File: config.mk
export PLATFORM = sky130hd
export DESIGN_NAME = reg_dump_tx
export DESIGN_NICKNAME = d
export VERILOG_FILES = /design/src/rtl/reg_dump_tx_pkg.sv /design/src/rtl/reg_dump_tx_uart_tx_byte.sv /design/src/rtl/reg_dump_tx.sv
export SDC_FILE = /design/constraint.sdc
export NUM_CORES = 1
export LEC_CHECK = 0
export BUFFER_PORTS_ARGS = -buffer_cell sky130_fd_sc_hd__buf_2
export CAP_MARGIN = 20
export CORE_UTILIZATION = 50
export CTS_BUF_LIST = sky130_fd_sc_hd__clkbuf_8 sky130_fd_sc_hd__clkbuf_16
export DETAILED_ROUTE_END_ITERATION = 8
export PLACE_DENSITY = 0.71
export SLEW_MARGIN = 20
export SYNTH_ARGS = -nofsm -noshare
export SYNTH_HDL_FRONTEND = slang
export SYNTH_SLANG_ARGS = --single-unit
File: constraint.sdc
create_clock -name clk -period 2.3 [get_ports clk]
set_input_delay 0.345 -clock clk [delete_from_list [all_inputs] [get_ports clk]]
set_output_delay 0.345 -clock clk [all_outputs]
set_load 0.02 [all_outputs]
File: src/rtl/reg_dump_tx_pkg.sv
// Shared constants for the register-dump UART transmitter: serializer state
// encoding, default frame-sync byte and the number of bytes per dump frame.
package reg_dump_tx_pkg;

    localparam logic [1:0] ST_IDLE      = 2'd0;
    localparam logic [1:0] ST_START_BIT = 2'd1;
    localparam logic [1:0] ST_DATA_BITS = 2'd2;
    localparam logic [1:0] ST_STOP_BIT  = 2'd3;

    localparam logic [7:0] HEADER_BYTE_DEFAULT = 8'hA5;

    // Header byte plus the four register taps.
    localparam int unsigned FRAME_BYTES = 5;

endpackage

File: src/rtl/reg_dump_tx_uart_tx_byte.sv
// 8N1 byte serializer. ready_o rises in the last stop-bit cycle, so a load
// taken then starts the next start bit with no idle gap between bytes.
//
// state        | meaning
// ST_IDLE      | line idle high, waiting for load_i
// ST_START_BIT | driving the start bit (0)
// ST_DATA_BITS | shifting data bits out LSB first
// ST_STOP_BIT  | driving the stop bit (1)
module uart_tx_byte
    import reg_dump_tx_pkg::*;
#(
    parameter int unsigned CLKS_PER_BIT = 434
) (
    input  logic       clk_i,
    input  logic       rst_i,
    input  logic       load_i,
    input  logic [7:0] data_i,
    output logic       ready_o,
    output logic       tx_o
);

    localparam int unsigned    CW        = $clog2(CLKS_PER_BIT);
    localparam logic [CW-1:0]  BAUD_LAST = CW'(CLKS_PER_BIT - 1);

    logic [1:0]    state_q, state_d;
    logic [CW-1:0] baud_q, baud_d;
    logic [2:0]    bit_q, bit_d;
    logic [7:0]    shreg_q, shreg_d;
    logic          tx_q, tx_d;
    logic          baud_end;

    assign baud_end = (baud_q == BAUD_LAST);
    assign ready_o  = (state_q == ST_IDLE) || ((state_q == ST_STOP_BIT) && baud_end);
    assign tx_o     = tx_q;

    always_comb begin
        state_d = state_q;
        baud_d  = baud_q;
        bit_d   = bit_q;
        shreg_d = shreg_q;
        tx_d    = tx_q;
        if (state_q != ST_IDLE) begin
            baud_d = baud_end ? '0 : baud_q + 1'b1;
        end
        case (state_q)
            ST_IDLE: begin
                if (load_i) begin
                    state_d = ST_START_BIT;
                    shreg_d = data_i;
                    tx_d    = 1'b0;
                end
            end
            ST_START_BIT: begin
                if (baud_end) begin
                    state_d = ST_DATA_BITS;
                    tx_d    = shreg_q[0];
                end
            end
            ST_DATA_BITS: begin
                if (baud_end) begin
                    if (bit_q == 3'd7) begin
                        state_d = ST_STOP_BIT;
                        bit_d   = '0;
                        tx_d    = 1'b1;
                    end else begin
                        bit_d   = bit_q + 3'd1;
                        shreg_d = {1'b0, shreg_q[7:1]};
                        tx_d    = shreg_q[1];
                    end
                end
            end
            ST_STOP_BIT: begin
                if (baud_end) begin
                    if (load_i) begin
                        state_d = ST_START_BIT;
                        shreg_d = data_i;
                        tx_d    = 1'b0;
                    end else begin
                        state_d = ST_IDLE;
                        tx_d    = 1'b1;
                    end
                end
            end
            default: state_d = ST_IDLE;
        endcase
    end

    always_ff @(posedge clk_i) begin
        if (rst_i) begin
            state_q <= ST_IDLE;
            baud_q  <= '0;
            bit_q   <= '0;
            shreg_q <= '0;
            tx_q    <= 1'b1;
        end else begin
            state_q <= state_d;
            baud_q  <= baud_d;
            bit_q   <= bit_d;
            shreg_q <= shreg_d;
            tx_q    <= tx_d;
        end
    end

endmodule

File: src/rtl/reg_dump_tx.sv
// Register dump over UART: on start, snapshots four register taps and sends
// HEADER_BYTE followed by them as back-to-back 8N1 bytes.
module reg_dump_tx
    import reg_dump_tx_pkg::*;
#(
    parameter int unsigned CLKS_PER_BIT = 434,
    parameter logic [7:0]  HEADER_BYTE  = HEADER_BYTE_DEFAULT
) (
    input  logic       clk,
    input  logic       rst,
    input  logic       start,
    input  logic [7:0] Register1,
    input  logic [7:0] Register2,
    input  logic [7:0] Register3,
    input  logic [7:0] Register4,
    output logic       tx,
    output logic       busy,
    output logic       done
);

    logic            busy_q, busy_d;
    logic            done_q, done_d;
    logic [2:0]      byte_idx_q, byte_idx_d;
    logic [3:0][7:0] snap_q, snap_d;
    logic            ser_load;
    logic [7:0]      ser_data;
    logic            ser_ready;

    always_comb begin
        busy_d     = busy_q;
        done_d     = 1'b0;
        byte_idx_d = byte_idx_q;
        snap_d     = snap_q;
        ser_load   = 1'b0;
        ser_data   = HEADER_BYTE;
        if (!busy_q) begin
            if (start) begin
                ser_load   = 1'b1;
                busy_d     = 1'b1;
                byte_idx_d = '0;
                snap_d     = {Register4, Register3, Register2, Register1};
            end
        end else if (ser_ready) begin
            // byte_idx_q names the byte finishing now; snap_q[i] is byte i+1.
            if (byte_idx_q < 3'(FRAME_BYTES - 1)) begin
                ser_load   = 1'b1;
                ser_data   = snap_q[byte_idx_q[1:0]];
                byte_idx_d = byte_idx_q + 3'd1;
            end else begin
                busy_d     = 1'b0;
                done_d     = 1'b1;
                byte_idx_d = '0;
            end
        end
    end

    always_ff @(posedge clk) begin
        if (rst) begin
            busy_q     <= 1'b0;
            done_q     <= 1'b0;
            byte_idx_q <= '0;
            snap_q     <= '0;
        end else begin
            busy_q     <= busy_d;
            done_q     <= done_d;
            byte_idx_q <= byte_idx_d;
            snap_q     <= snap_d;
        end
    end

    uart_tx_byte #(
        .CLKS_PER_BIT(CLKS_PER_BIT)
    ) u_ser (
        .clk_i  (clk),
        .rst_i  (rst),
        .load_i (ser_load),
        .data_i (ser_data),
        .ready_o(ser_ready),
        .tx_o   (tx)
    );

    assign busy = busy_q;
    assign done = done_q;

endmodule

==> metrics.md <==
| Metric | Value |
|---|---|
| First-pass GRT wire length | 9260 µm |
| ANT nets after route | 0 |
| Synth Area per Inst | 8.73 µm² |
| Post-synth top area cell | dfxtp_1 |
| Initial DRC count | 115 |
| Final setup viols | 0 |
| Setup TNS | 0 ns |
| Yosys top cell area share | 43.7% |
| Crit path to | u_ser.shreg_q[2] |
| Vias in the first global route | 2,054 |
| CP Max Fanout | 12 |
| Final min period | 1.93 ns |
| Row count | 26 |
| Pwr/cell area | 962 nW/µm² |
| CTS clock-pin slew for the worst setup and hold paths | 0.07 ns |
| Chip height | 76.1 µm |
| Nets | 397 |
| Mapped cell area | 2750 µm² |
| Filler cells | 477 |
| Wirelength, routed | 5370 µm |
| Setup crit start | u_ser.state_q[1] |
| Final Hold Fails | 0 |
| Reg area | 1200 µm² |
| FFs w/ async S/R, synth | 0% |
| CTS tree | done |
| Post-synthesis sequential area ratio | 43.7% |
| Total power | 3.06 mW |
| Max-cap violations | 0 |
| Worst R2R Setup Slack | 0.37 ns |
| Hold Crit Class | input pin to register |
| Chip Width | 76.1 µm |
| Syn. warnings | 0 |
| Core area | 5200 µm² |
| Peak supply drop | 0.451 mV |
| Leading cell type in the layout, fill and taps excluded | nand2_1 |
| Number of flops mapped to enable cells by yosys | 0 |
| Ys flop type | dfxtp_1 |
| Cts bufs inserted | 9 |
| Total number of vias | 2,226 |
| Crit path DAT | 2.15 ns |
| Crit start category | register |
| Distinct cells, synth | 44 |
| Initial antenna violation count | 0 |
| FMAX | 517 MHz |
| Drt via density | 5.23 |
| Clk buf depth | 2 |
| Largest net degree at the start of global routing | 46 |
| Layout cells sized above 1 | 20.8% |
| Clk_skew | 0.00808 ns |
| Status | complete, no violations |
| Post-cts resize count | 0 |
| Drt pass-1 iters | 4 |
| GRT Total Usage | 20.2% |
| Syn_nets | 361 |
| Die area | 5800 µm² |
| Area of the multi-input gates | 1420 µm² |
| DRC violations left | 0 |
| Worst hold start | Register4[5] |
| RSZ-0062 raised after global routing | no |
| R2R depth | 7 |
| Max_slew headroom | 69.0% |
| Final Cycle Share | 84.1% |
| Crit. End Element | register |
| Leakage power total | 1.29 nW |
| Post-detail-place hpwl | 3800 µm |
| Top post-synthesis cells by area | dfxtp_1, nand2_1, a21oi_1, mux4_2, ha_1 |
| Critical R2R Launch | u_ser.state_q[1] |
| Setup CP Type | register to register |
| # diodes | 0 |
| Reg-to-reg endpoint | u_ser.shreg_q[2] |
| Worst skew pair latency | 0.34 ns |
| CTS H-tree lvls | 3 |
| CTS Hold Bufs | 0 |
| Starting Density | 52.8% |
| Grt ovf | 0 |
| Gpl congestion | 0.839 |
| Drt wl/cell | 12.6 µm |
| Worst-Margin Slew | 0.465 ns |
| Port bufs | 37 |
| Layout area overhead | 15.9% |
| Critical Path RT | 2.52 ns |
| Count of state elements after synthesis | 60 |
| Root Driver | clkbuf_8 |
| # clock sinks | 60 |
| Cells after Synth | 315 |
| Most frequent cells in the layout | nand2_1, dfxtp_1, a21oi_1 |
| Top Ports | 38 |
| Post-CTS Setup Inserts | 0 |
| Slew Limit Fails | 0 |
[cells in the mapped netlist (2+ instances only)]
| master | n |
|---|---|
| a21oi_1 | 44 |
| a22oi_1 | 5 |
| a31oi_1 | 2 |
| and3_1 | 2 |
| and3_2 | 2 |
| buf_1 | 3 |
| buf_2 | 4 |
| clkbuf_1 | 10 |
| dfxtp_1 | 60 |
| ha_1 | 11 |
| inv_1 | 8 |
| mux2i_1 | 4 |
| mux4_2 | 8 |
| nand2_1 | 75 |
| nand2b_1 | 4 |
| nand3_1 | 2 |
| nand4b_1 | 2 |
| nor2_1 | 25 |
| nor2b_1 | 2 |
| nor3_1 | 3 |
| o21ai_0 | 8 |
| o32a_1 | 3 |
| xnor2_1 | 6 |
| xor2_1 | 2 |
[layout make-up]
class	count	share of cell area, %
Clock inverter	5	1.61
Sequential cell	60	37.7
Clock buffer	11	4.75
Timing Repair Buffer	44	7.46
Tap cell	70	2.75
Inverter	9	1.06
Multi-Input combinational cell	227	44.7
[state kept, by name, summed over array words and instances (netlist names)]
name           cells
u_ser.baud_q       9
byte_idx_q         3
u_ser.state_q      2
done               1
u_ser.tx_o         1
u_ser.bit_q        3
busy               1
snap_q            32
u_ser.shreg_q      8
[cells by family after synthesis]
family          Yosys count  synth area share [%]
fa+ha+maj                11                  5.01
xor+xnor                  8                  2.55
mux                      12                  8.01
simple gates            122                  19.8
compound gates           74                  16.3
flops                    60                  43.7
buf+inv                  28                  4.64
[metrics by stage]
stage	utilization, %	hold WS, ns	setup WS (ns)	instance area [µm²]	cells
2_1_floorplan	-	0.433	0.594	2750	315
3_3_place_gp	57.3	0.440	0.508	2980	410
3_5_place_dp	57.3	0.444	0.378	2980	410
4_1_cts	61.2	0.224	0.370	3190	426
5_1_grt	61.2	0.232	0.229	3190	426
6_report	61.2	0.234	0.365	3190	426
[metal layers]
layer / GRT usage [%] / up-vias / wire length (µm)
met5: 0 / - / 0
met2: 31.6 / 43 / 2430
met1: 25.8 / 1016 / 2620
met3: 5.15 / 8 / 243
met4: 10.2 / 0 / 74
li1: - / 1159 / -
[power by group]
group | switching, mW | leakage [nW] | total (mW) | internal [mW]
Clock | 0.406 | 0.107 | 0.957 | 0.551
Combinational | 0.459 | 0.688 | 0.827 | 0.369
Sequential | 0.104 | 0.491 | 1.28 | 1.18
Total | 0.969 | 1.29 | 3.06 | 2.10
[how the worst min path moves through the flow]
stage                       to  slack [ns]  cells past startpoint
detailed placement  snap_q[31]        0.44                      2
finish              snap_q[29]        0.23                      3
CTS                 snap_q[29]        0.22                      3
global placement    snap_q[21]        0.44                      2
floorplan           snap_q[10]        0.43                      2
global route        snap_q[29]        0.23                      3
[critical path: stages (launching register included)]
cell and delay, ns:
dfxtp_1 0.35, inv_1 0.14, ha_1 0.39, nor2_1 0.11, o21ai_0 0.19, a32o_2 0.37, mux2i_1 0.22, nor2_1 0.05
Note: power is estimated with default switching activity, not from simulation.
